$ cat src/rtl/rx_vote_scheduler_if.sv
// rtl/rx_vote_scheduler_if.sv - vote command handshake between rx scheduler and majority voter
interface rx_vote_scheduler_if #(
   parameter int MAX_REDUNDANCY = 3
);
   logic                      vote_valid;
   logic                      vote_ready;
   logic [15:0]               vote_seg;
   logic [7:0]                vote_aux;
   logic [MAX_REDUNDANCY-1:0] vote_mask;
   logic                      loss_detected;

   modport master (
      output vote_valid, vote_seg, vote_aux, vote_mask, loss_detected,
      input  vote_ready
   );

   modport slave (
      input  vote_valid, vote_seg, vote_aux, vote_mask, loss_detected,
      output vote_ready
   );
endinterface

$ cat src/rtl/rx_vote_scheduler.sv
// rtl/rx_vote_scheduler.sv - redundancy header parser, ping-pong copy bitmaps and vote dispatcher
module rx_vote_scheduler #(
   parameter int WHEREIS_SEGMENT_NUM = 34,
   parameter int SEGMENT_NUM_MAX     = 5,
   parameter int MAX_REDUNDANCY      = 3,
   parameter int TIMEOUT_CYCLES      = 4096
) (
   input  logic        clk125MHz,
   input  logic        reset,
   input  logic        rx_enable,
   input  logic [7:0]  rx_data,
   input  logic [7:0]  redundancy,
   output logic        hdr_valid,
   output logic [1:0]  wr_slot,
   output logic [15:0] wr_seg,
   output logic        overrun,
   output logic        busy,
   rx_vote_scheduler_if.master vote
);
   localparam int SEG_W = (SEGMENT_NUM_MAX > 1) ? $clog2(SEGMENT_NUM_MAX) : 1;
   localparam int TMO_W = $clog2(TIMEOUT_CYCLES + 1);

   localparam logic [1:0] ST_IDLE  = 2'd0;
   localparam logic [1:0] ST_ISSUE = 2'd1;
   localparam logic [1:0] ST_CLEAR = 2'd2;

   logic [15:0]               byte_cnt;
   logic [7:0]                seg_hi, seg_lo, id_r, pkt_aux;
   logic [7:0]                cur_aux, disp_aux;
   logic                      pkt_ok, group_open, fill;
   logic [TMO_W-1:0]          tmo_cnt;
   logic [1:0]                state;
   logic [SEG_W-1:0]          seg_idx;
   logic [MAX_REDUNDANCY-1:0] bank [2][SEGMENT_NUM_MAX];

   logic [7:0]                eff_red, majority, pop;
   logic [MAX_REDUNDANCY-1:0] red_mask, cur_mask;
   logic [SEG_W-1:0]          wr_idx;
   logic at_aux, hdr_ok, commit, aux_change, swap, drop, write_en, write_bank, disp_bank;
   logic all_full, tmo_hit, close_full, close_tmo, close, handshake;

   always_comb begin
      eff_red = redundancy;
      if (redundancy == 8'd0)
         eff_red = 8'd1;
      else if (redundancy > 8'(MAX_REDUNDANCY))
         eff_red = 8'(MAX_REDUNDANCY);
      majority = (eff_red >> 1) + 8'd1;
      red_mask = '0;
      for (int k = 0; k < MAX_REDUNDANCY; k++)
         red_mask[k] = (32'(k) < 32'(eff_red));
   end

   always_comb begin
      at_aux = rx_enable && (byte_cnt == 16'(WHEREIS_SEGMENT_NUM + 3));
      hdr_ok = at_aux && (id_r != 8'd0) && (id_r <= eff_red) &&
               ({seg_hi, seg_lo} < 16'(SEGMENT_NUM_MAX));
   end

   // Commit is the first idle cycle after a packet; pkt_ok is cleared by that same cycle.
   always_comb begin
      wr_idx     = wr_seg[SEG_W-1:0];
      disp_bank  = ~fill;
      commit     = !rx_enable && pkt_ok;
      aux_change = commit && group_open && (pkt_aux != cur_aux);
      swap       = aux_change && !busy;
      drop       = aux_change && busy;
      write_en   = commit && !drop;
      write_bank = swap ? ~fill : fill;
      all_full   = 1'b1;
      for (int s = 0; s < SEGMENT_NUM_MAX; s++)
         if (bank[fill][s] != red_mask)
            all_full = 1'b0;
      tmo_hit    = group_open && !rx_enable && (tmo_cnt >= TMO_W'(TIMEOUT_CYCLES - 1));
      close_full = group_open && all_full && !busy && !commit;
      close_tmo  = tmo_hit && !busy && !commit;
      close      = swap || close_full || close_tmo;
   end

   always_ff @(posedge clk125MHz or negedge reset) begin
      if (!reset) begin
         byte_cnt  <= '0;
         seg_hi    <= '0;
         seg_lo    <= '0;
         id_r      <= '0;
         pkt_aux   <= '0;
         pkt_ok    <= 1'b0;
         hdr_valid <= 1'b0;
         wr_slot   <= '0;
         wr_seg    <= '0;
      end else begin
         hdr_valid <= hdr_ok;
         if (rx_enable) begin
            if (byte_cnt != 16'hFFFF)
               byte_cnt <= byte_cnt + 16'd1;
            if (byte_cnt == 16'(WHEREIS_SEGMENT_NUM))
               seg_hi <= rx_data;
            if (byte_cnt == 16'(WHEREIS_SEGMENT_NUM + 1))
               seg_lo <= rx_data;
            if (byte_cnt == 16'(WHEREIS_SEGMENT_NUM + 2))
               id_r <= rx_data;
            if (at_aux) begin
               pkt_aux <= rx_data;
               pkt_ok  <= hdr_ok;
            end
         end else begin
            byte_cnt <= '0;
            pkt_ok   <= 1'b0;
         end
         if (hdr_ok) begin
            wr_slot <= 2'(id_r - 8'd1);
            wr_seg  <= {seg_hi, seg_lo};
         end
      end
   end

   always_ff @(posedge clk125MHz or negedge reset) begin
      if (!reset) begin
         group_open <= 1'b0;
         cur_aux    <= '0;
         disp_aux   <= '0;
         fill       <= 1'b0;
         tmo_cnt    <= '0;
         overrun    <= 1'b0;
      end else begin
         overrun <= drop;
         if (close) begin
            fill     <= ~fill;
            disp_aux <= cur_aux;
         end
         if (write_en && (!group_open || swap)) begin
            group_open <= 1'b1;
            cur_aux    <= pkt_aux;
         end else if (close_full || close_tmo) begin
            group_open <= 1'b0;
         end
         if (rx_enable || commit || close)
            tmo_cnt <= '0;
         else if (group_open && (tmo_cnt != TMO_W'(TIMEOUT_CYCLES)))
            tmo_cnt <= tmo_cnt + TMO_W'(1);
      end
   end

   // The fill bank and the dispatch bank are always opposite, so writes never collide.
   always_ff @(posedge clk125MHz or negedge reset) begin
      if (!reset) begin
         for (int b = 0; b < 2; b++)
            for (int s = 0; s < SEGMENT_NUM_MAX; s++)
               bank[b][s] <= '0;
      end else begin
         if (write_en)
            bank[write_bank][wr_idx] <= bank[write_bank][wr_idx] |
                                        (MAX_REDUNDANCY'(1) << wr_slot);
         if (state == ST_CLEAR)
            for (int s = 0; s < SEGMENT_NUM_MAX; s++)
               bank[disp_bank][s] <= '0;
      end
   end

   always_ff @(posedge clk125MHz or negedge reset) begin
      if (!reset) begin
         state   <= ST_IDLE;
         seg_idx <= '0;
      end else begin
         case (state)
            ST_IDLE:
               if (close) begin
                  state   <= ST_ISSUE;
                  seg_idx <= '0;
               end
            ST_ISSUE:
               if (handshake) begin
                  if (seg_idx == SEG_W'(SEGMENT_NUM_MAX - 1))
                     state <= ST_CLEAR;
                  else
                     seg_idx <= seg_idx + SEG_W'(1);
               end
            ST_CLEAR: begin
               state   <= ST_IDLE;
               seg_idx <= '0;
            end
            default: state <= ST_IDLE;
         endcase
      end
   end

   always_comb begin
      busy             = (state != ST_IDLE);
      cur_mask         = bank[disp_bank][seg_idx];
      vote.vote_valid  = (state == ST_ISSUE);
      vote.vote_seg    = vote.vote_valid ? 16'(seg_idx) : 16'd0;
      vote.vote_aux    = vote.vote_valid ? disp_aux : 8'd0;
      vote.vote_mask   = vote.vote_valid ? cur_mask : '0;
      handshake        = vote.vote_valid && vote.vote_ready;
      pop              = '0;
      for (int k = 0; k < MAX_REDUNDANCY; k++)
         pop = pop + 8'(cur_mask[k]);
      vote.loss_detected = handshake && (pop < majority);
   end
endmodule

$ cat src/flat_wrapper.sv
// flat-port wrapper written by rule: the top's interface ports become plain ports
module rx_vote_scheduler_flat 
#(
   parameter int WHEREIS_SEGMENT_NUM = 34,
   parameter int SEGMENT_NUM_MAX     = 5,
   parameter int MAX_REDUNDANCY      = 3,
   parameter int TIMEOUT_CYCLES      = 4096
)
  (clk125MHz, reset, rx_enable, rx_data, redundancy, hdr_valid, wr_slot, wr_seg, overrun, busy, vote_vote_valid, vote_vote_seg, vote_vote_aux, vote_vote_mask, vote_loss_detected, vote_vote_ready);
  rx_vote_scheduler_if #(.MAX_REDUNDANCY(MAX_REDUNDANCY)) vote_i ();
  input  logic clk125MHz;
  input  logic reset;
  input  logic rx_enable;
  input  logic [7:0] rx_data;
  input  logic [7:0] redundancy;
  output logic hdr_valid;
  output logic [1:0] wr_slot;
  output logic [15:0] wr_seg;
  output logic overrun;
  output logic busy;
  output wire logic [$bits(vote_i.vote_valid)-1:0] vote_vote_valid;
  output wire logic [$bits(vote_i.vote_seg)-1:0] vote_vote_seg;
  output wire logic [$bits(vote_i.vote_aux)-1:0] vote_vote_aux;
  output wire logic [$bits(vote_i.vote_mask)-1:0] vote_vote_mask;
  output wire logic [$bits(vote_i.loss_detected)-1:0] vote_loss_detected;
  input wire logic [$bits(vote_i.vote_ready)-1:0] vote_vote_ready;
  assign vote_vote_valid = vote_i.vote_valid;
  assign vote_vote_seg = vote_i.vote_seg;
  assign vote_vote_aux = vote_i.vote_aux;
  assign vote_vote_mask = vote_i.vote_mask;
  assign vote_loss_detected = vote_i.loss_detected;
  assign vote_i.vote_ready = vote_vote_ready;
  rx_vote_scheduler #(.WHEREIS_SEGMENT_NUM(WHEREIS_SEGMENT_NUM), .SEGMENT_NUM_MAX(SEGMENT_NUM_MAX), .MAX_REDUNDANCY(MAX_REDUNDANCY), .TIMEOUT_CYCLES(TIMEOUT_CYCLES)) u_core (.clk125MHz(clk125MHz), .reset(reset), .rx_enable(rx_enable), .rx_data(rx_data), .redundancy(redundancy), .hdr_valid(hdr_valid), .wr_slot(wr_slot), .wr_seg(wr_seg), .overrun(overrun), .busy(busy), .vote(vote_i));
endmodule
$ cat config.mk
export PLATFORM = sky130hd
export DESIGN_NAME = rx_vote_scheduler_flat
export DESIGN_NICKNAME = d
export VERILOG_FILES = /design/src/rtl/rx_vote_scheduler_if.sv /design/src/rtl/rx_vote_scheduler.sv /design/src/flat_wrapper.sv
export SDC_FILE = /design/constraint.sdc
export NUM_CORES = 1
export LEC_CHECK = 0
export BUFFER_PORTS_ARGS = -buffer_cell sky130_fd_sc_hd__buf_2
export CAP_MARGIN = 20
export CORE_UTILIZATION = 55
export DETAILED_ROUTE_END_ITERATION = 12
export PLACE_DENSITY = 0.77
export SYNTH_ARGS = -nofsm -noshare
export SYNTH_HDL_FRONTEND = slang
export SYNTH_SLANG_ARGS = --single-unit
export TNS_END_PERCENT = 100
$ cat constraint.sdc
create_clock -name clk125MHz -period 5.6 [get_ports clk125MHz]
set_clock_uncertainty 0.1 [all_clocks]
set_input_delay 1.12 -clock clk125MHz [delete_from_list [all_inputs] [get_ports clk125MHz]]
set_output_delay 1.12 -clock clk125MHz [all_outputs]
set_load 0.005 [all_outputs]
# [Word-level counts from Yosys, hierarchy flattened]
# Cells that the tools add are included.
[word_totals] wordCells=196 reg_bits=135 out_inout_bits=50 in_bits=20
[classes] bitwise=17 reduce_logical=48 n_lt_le_gt_ge=16 mux=59 eq_ne=21 n_addsub=7 shifts=1
[ops] op="$mux W15" count=11
[ops] op="$and A30 B30 Y30" count=5
[ops] op="$not A30 Y30" count=5
[ops] op="$demux W15 S1" count=6
[ops] op="$eq A16 B6 Y1 const B" count=4
[ops] op="$mux W30" count=2
[ops] op="$mux W3" count=11
[ops] op="$mux W16" count=2
[ops] op="$bwmux W30" count=1
[ops] op="$mux W13" count=2
[ops] op="$logic_and A1 B1 Y1" count=24
[ops] op="$mux W8" count=3
[ops] op="$bmux W3 S3" count=2
[ops] op="$add A16 B1 Y16 const B" count=1
[ops] op="$lt A1 B8 Y1 const A" count=2
[ops] op="$lt A16 B3 Y1 const B" count=1
[ops] op="$ne A16 B16 Y1 const B" count=1
[ops] op="$ne A3 B3 Y1" count=5
[ops] op="$add A13 B1 Y13 const B" count=1
[ops] op="$ge A13 B12 Y1 const B" count=1
[ops] op="$ne A13 B13 Y1 const B" count=1
[ops] op="$mux W12" count=1
[ops] op="$mux W1" count=10
[ops] op="$ne A2 B1 Y1 const B" count=5
[ops] op="other kinds (39)" count=62

# [Depth between registers and ports, before layout]
[depth] depth_word=22 ltp_mapped=13 ltp_nobuf=12

# [Worst setup path before layout]
# Ideal clock, no wire load.
[synth_path] path_kind="register to output" from="register u_core.fill" to="output port vote_loss_detected" setup_slack_ps=1268 t_arrival_ps=3112 stages_incl_launch_ff=13 required_time_ps=4380 cell_sequence="dfrtp_1 -> buf_2 -> buf_1 -> mux4_2 -> mux2i_1 -> o22a_1 -> inv_1 -> ha_1 -> ha_1 -> ha_1 -> ha_1 -> o21ai_0 -> and4b_1"
[synth_via] elab_chain_cells=12
[synth_lines] element="from (decl)" line_no="rx_vote_scheduler.sv:30" text="logic pkt_ok, group_open, fill;"
[synth_lines] element="from (signal assigned)" line_no="rx_vote_scheduler.sv:128" text="fill <= ~fill;"
[synth_lines] element="$not A1 Y1 (*)" line_no="rx_vote_scheduler.sv:63" text="disp_bank = ~fill;"
[synth_lines] element="$not A1 Y2 (implied by the code) (*)" line_no="rx_vote_scheduler.sv:189" text="cur_mask = bank[disp_bank][seg_idx];"
[synth_lines] element="$mux W15 (implied by the code) (*) (3 in a row)" line_no="rx_vote_scheduler.sv:189"
[synth_lines] element="$bmux W3 S3 (*)" line_no="rx_vote_scheduler.sv:189"
[synth_lines] element="$mux W3 (implied by the code) (*) (2 in a row)" line_no="rx_vote_scheduler.sv:189"
[synth_lines] element="$add A1 B1 Y2" line_no="rx_vote_scheduler.sv:197" text="pop = pop + 8'(cur_mask[k]);"
[synth_lines] element="$add A8 B1 Y8 (*)" line_no="rx_vote_scheduler.sv:197"
[synth_lines] element="$lt A8 B8 Y1 (*)" line_no="rx_vote_scheduler.sv:198" text="vote.loss_detected = handshake && (pop < majority);"
[synth_lines] element="$logic_and A1 B1 Y1 (*)" line_no="rx_vote_scheduler.sv:198"
[synth_lines] element="to (decl)" line_no="flat_wrapper.sv:25" text="output wire logic [$bits(vote_i.loss_detected)-1:0] vote_loss_detected;"
# Every way passes the cells marked *; elsewhere a longest branch is shown, timed or not. The select of a mux whose other input is x is not followed.

# [Final worst setup path]
# Same ends and word-level chain as after synthesis.

==> impl_metrics.yaml <==
run_status:
  outcome: "complete, no violations"
die:
  start_util_pct: 56.8
  num_rows: 41
  ioPinCount: 70
  fp.coreArea_mm2: 0.0127
  die_w_um: 116
  dieArea_mm2: 0.0135
  fp.dieH_um: 116
power:
  pwr_density_cell_mw_per_mm2: 282
  leakage_nw: 3.96
  peakVddDrop_mv: 0.228
  total_power_mw: 2.31
global_routing:
  grt_pass1_vias: 5254
  antenna_found_initial: 0
  grt_usage_pct: 25.5
  grt_max_degree: 55
  grt_overflow: 0
  grt_first_pass_wirelength_um: 26200
timing:
  slew_headroom_pct: 33.5
  finalMaxSlewViolations: 0
  fin_crit_ns: 4.94
  rsz0062_at_grt: "false"
  worst_slew_pin_slew_ns: 0.993
  period_share_pct: 88.2
  max_freq_mhz: 202
  setup_ws_ns: 0.659
  setup_tns_ns: 0
  hold_viol: 0
  finalSetupViolations: 0
detailed_routing:
  via_per_inst: 5.85
  firstDrtPassIters: 5
  ant_nets: 0
  drc: 0
  wl_um: 16000
  vias: 5309
  drt_iter0_markers: 294
  routedWlPerCell_um: 17.6
clocking:
  clk_pin_slew_worst_paths_ns: 0.06
  cts_buffers: 17
  cts_hold_buf: 0
  clock_sinks: 135
  cts.path.max_buffers: 2
  clkLatencyLatePin_ns: 0.41
  cts_root_buf: "clkbuf_16"
  cts_setup_buffers: 0
  cts_resized: 0
  cts_tree: "done"
  htreeDepth: 4
synth:
  ys_async_sr_fraction_pct: 100
  synth_ff_type: "dfrtp_1"
  synth_cell_type_count: 62
  synth-seq-cells: 135
  avgSynthCellArea_um2: 11.0
  yosysWarnings: 0
  seq_area_frac_synth_pct: 47.0
  synth_area_mm2: 0.00719
  synth.top_cell.area_share_pct: 47.0
  synth_top_cell_by_area: "dfrtp_1"
  yosys-top-cells-area: "dfrtp_1 (47%), mux2_2 (6.7%), nor2_1 (4.3%)"
  synth_common_cells: "dfrtp_1 (135), nor2_1 (83), mux2_2 (43)"
  synth_enable_flop_cells: 0
  synth.most_common_cell: "dfrtp_1"
  syn_inst: 655
placement:
  portBuffers: 56
  pre_cts_ws_ns: 1.08
  gp_routability_congestion: 0.941
  hpwlAfterDp_um: 11400
  dp.cells: 875
worst_setup_path:
  crit_type: "flop to output pin"
  cp.arrival_ns: 3.72
  cp_num_cells: 11
  r2r_start: "u_core.cur_aux[7]"
  cpPeakStageDelay_ns: 0.97
  ff2ff_path_depth: 8
  crit_start: "u_core.fill"
  cp-end-kind: "output pin"
  cp_top_family: "flip-flops"
  crit_chain: "mux4_2 > mux2i_1 > o22a_1 > inv_1 > ha_1 > ha_1 > ha_1 > ha_1 > o21ai_0 > and4b_1 > buf_2"
  critPathSlowestCell: "dfrtp_1"
  cp.required_ns: 4.38
  cp_num_buf_inv: 2
  path_max_fanout: 23
  worstSetupStartpointType: "flop"
  crit_path_frequent_cell: "ha_1"
worst_hold_path:
  hold_depth: 1
  hp-start: "u_core.disp_aux[3]"
  hp-class: "flop to flop"
layout:
  final_cells: 907
  drive_gt1_share_pct: 23.7
  layout.nets: 766
  n_antenna_cell: 0
  syn2layout_area_growth_pct: 14.1
run:
  max-cap-violations: 0
[layout make-up]
class / instances / area [µm²]
clock buffer: 22 / 464
clock inverter: 10 / 121
fill: 977 / 4460
inverter: 25 / 93.8
multi-input combinational: 480 / 3600
sequential: 135 / 3380
tap: 172 / 215
timing repair buffer: 63 / 335
[layer usage]
metal  routed length (µm)  global-route usage, %  share of wire (%)
met1                 6830                   33.2                 43
met2                 7750                   41.0                 49
met3                  977                   6.28                6.1
met4                  393                   10.3                2.5
met5                    0                      0                  0
[through the flow]
step	area [µm²]	util [%]	hold slack [ns]
floorplan	7260	-	0.356
global placement	7620	60.2	0.367
detailed placement	7620	60.2	0.383
CTS	8210	64.8	0.396
global route	8210	64.8	0.406
finish	8210	64.8	0.390
[worst register-to-register path, cell delays in order, from the launching register on]
cell and delay, ns:
dfrtp_1 0.41, xor2_1 0.18, nor4_2 0.43, a211oi_2 0.20, xnor2_4 0.65, nand2_1 0.34, nor3_2 0.45, nor2_1 0.14
a311oi_2 0.28
[where the power goes]
group	internal [mW]	leakage [nW]	switching [mW]
clock	0.681	0.273	0.417
sequential	0.998	1.85	0.0362
combinational	0.0697	1.84	0.110
[sequential cells by signal, indices dropped and copies added (netlist names)]
register           count
u_core.hdr_valid       1
u_core.bank           30
u_core.state           2
u_core.wr_seg         16
u_core.group_open      1
u_core.fill            1
u_core.wr_slot         2
u_core.cur_aux         8
u_core.overrun         1
u_core.pkt_ok          1
u_core.pkt_aux         8
u_core.seg_lo          8
u_core.disp_aux        8
u_core.byte_cnt       16
u_core.seg_idx         3
u_core.id_r            8
u_core.seg_hi          8
u_core.tmo_cnt        13
[worst paths after layout]
check	endpoint	slack [ns]
worst max-delay path	vote_loss_detected	0.66
worst min-delay path	u_core.disp_aux[3]	0.39
worst max register to register	u_core.bank[27]	2.32
worst min register to register	u_core.disp_aux[3]	0.39
max in group asynchronous	u_core.bank[27]	3.67
min in group asynchronous	u_core.cur_aux[4]	0.65
[cell usage in the layout, fill, tap and decap left out, drive strengths merged, types with 4 or more instances in the layout]
cell | netlist | routed
dfrtp | 135 | 135
nor2 | 87 | 87
buf | 22 | 63
mux2 | 50 | 50
a311oi | 31 | 31
nand2 | 29 | 29
inv | 24 | 25
mux2i | 24 | 24
ha | 23 | 23
clkbuf | 11 | 22
xor2 | 20 | 20
conb | 2 | 20
nand3 | 20 | 20
and2 | 17 | 17
nor2b | 16 | 16
xnor2 | 15 | 15
o21ai | 15 | 15
nor3 | 13 | 13
nand4 | 12 | 12
a21oi | 9 | 9
nor4 | 9 | 9
a31oi | 8 | 8
mux4 | 6 | 6
a22oi | 6 | 6
nand2b | 4 | 4
and3 | 4 | 4
nor3b | 4 | 4
or4 | 4 | 4
and4 | 4 | 4
clkinvlp | 0 | 4
clkinv | 1 | 4
[cells by family (layout without fill, tap and decap cells)]
logic type / Yosys count / in the layout / synth area share (%)
and+or+nand+nor: 236 / 236 / 17.4
AOI/OAI and AO/OA: 85 / 85 / 9.76
other: 2 / 20 / 0.104
muxes: 80 / 80 / 13.0
DFF: 135 / 135 / 47.0
buffers and inverters: 58 / 120 / 3.93
adders and majority gates: 24 / 24 / 4.28
xor gates and xnor gates: 35 / 35 / 4.52
Note: power is estimated with default switching activity, not from simulation.
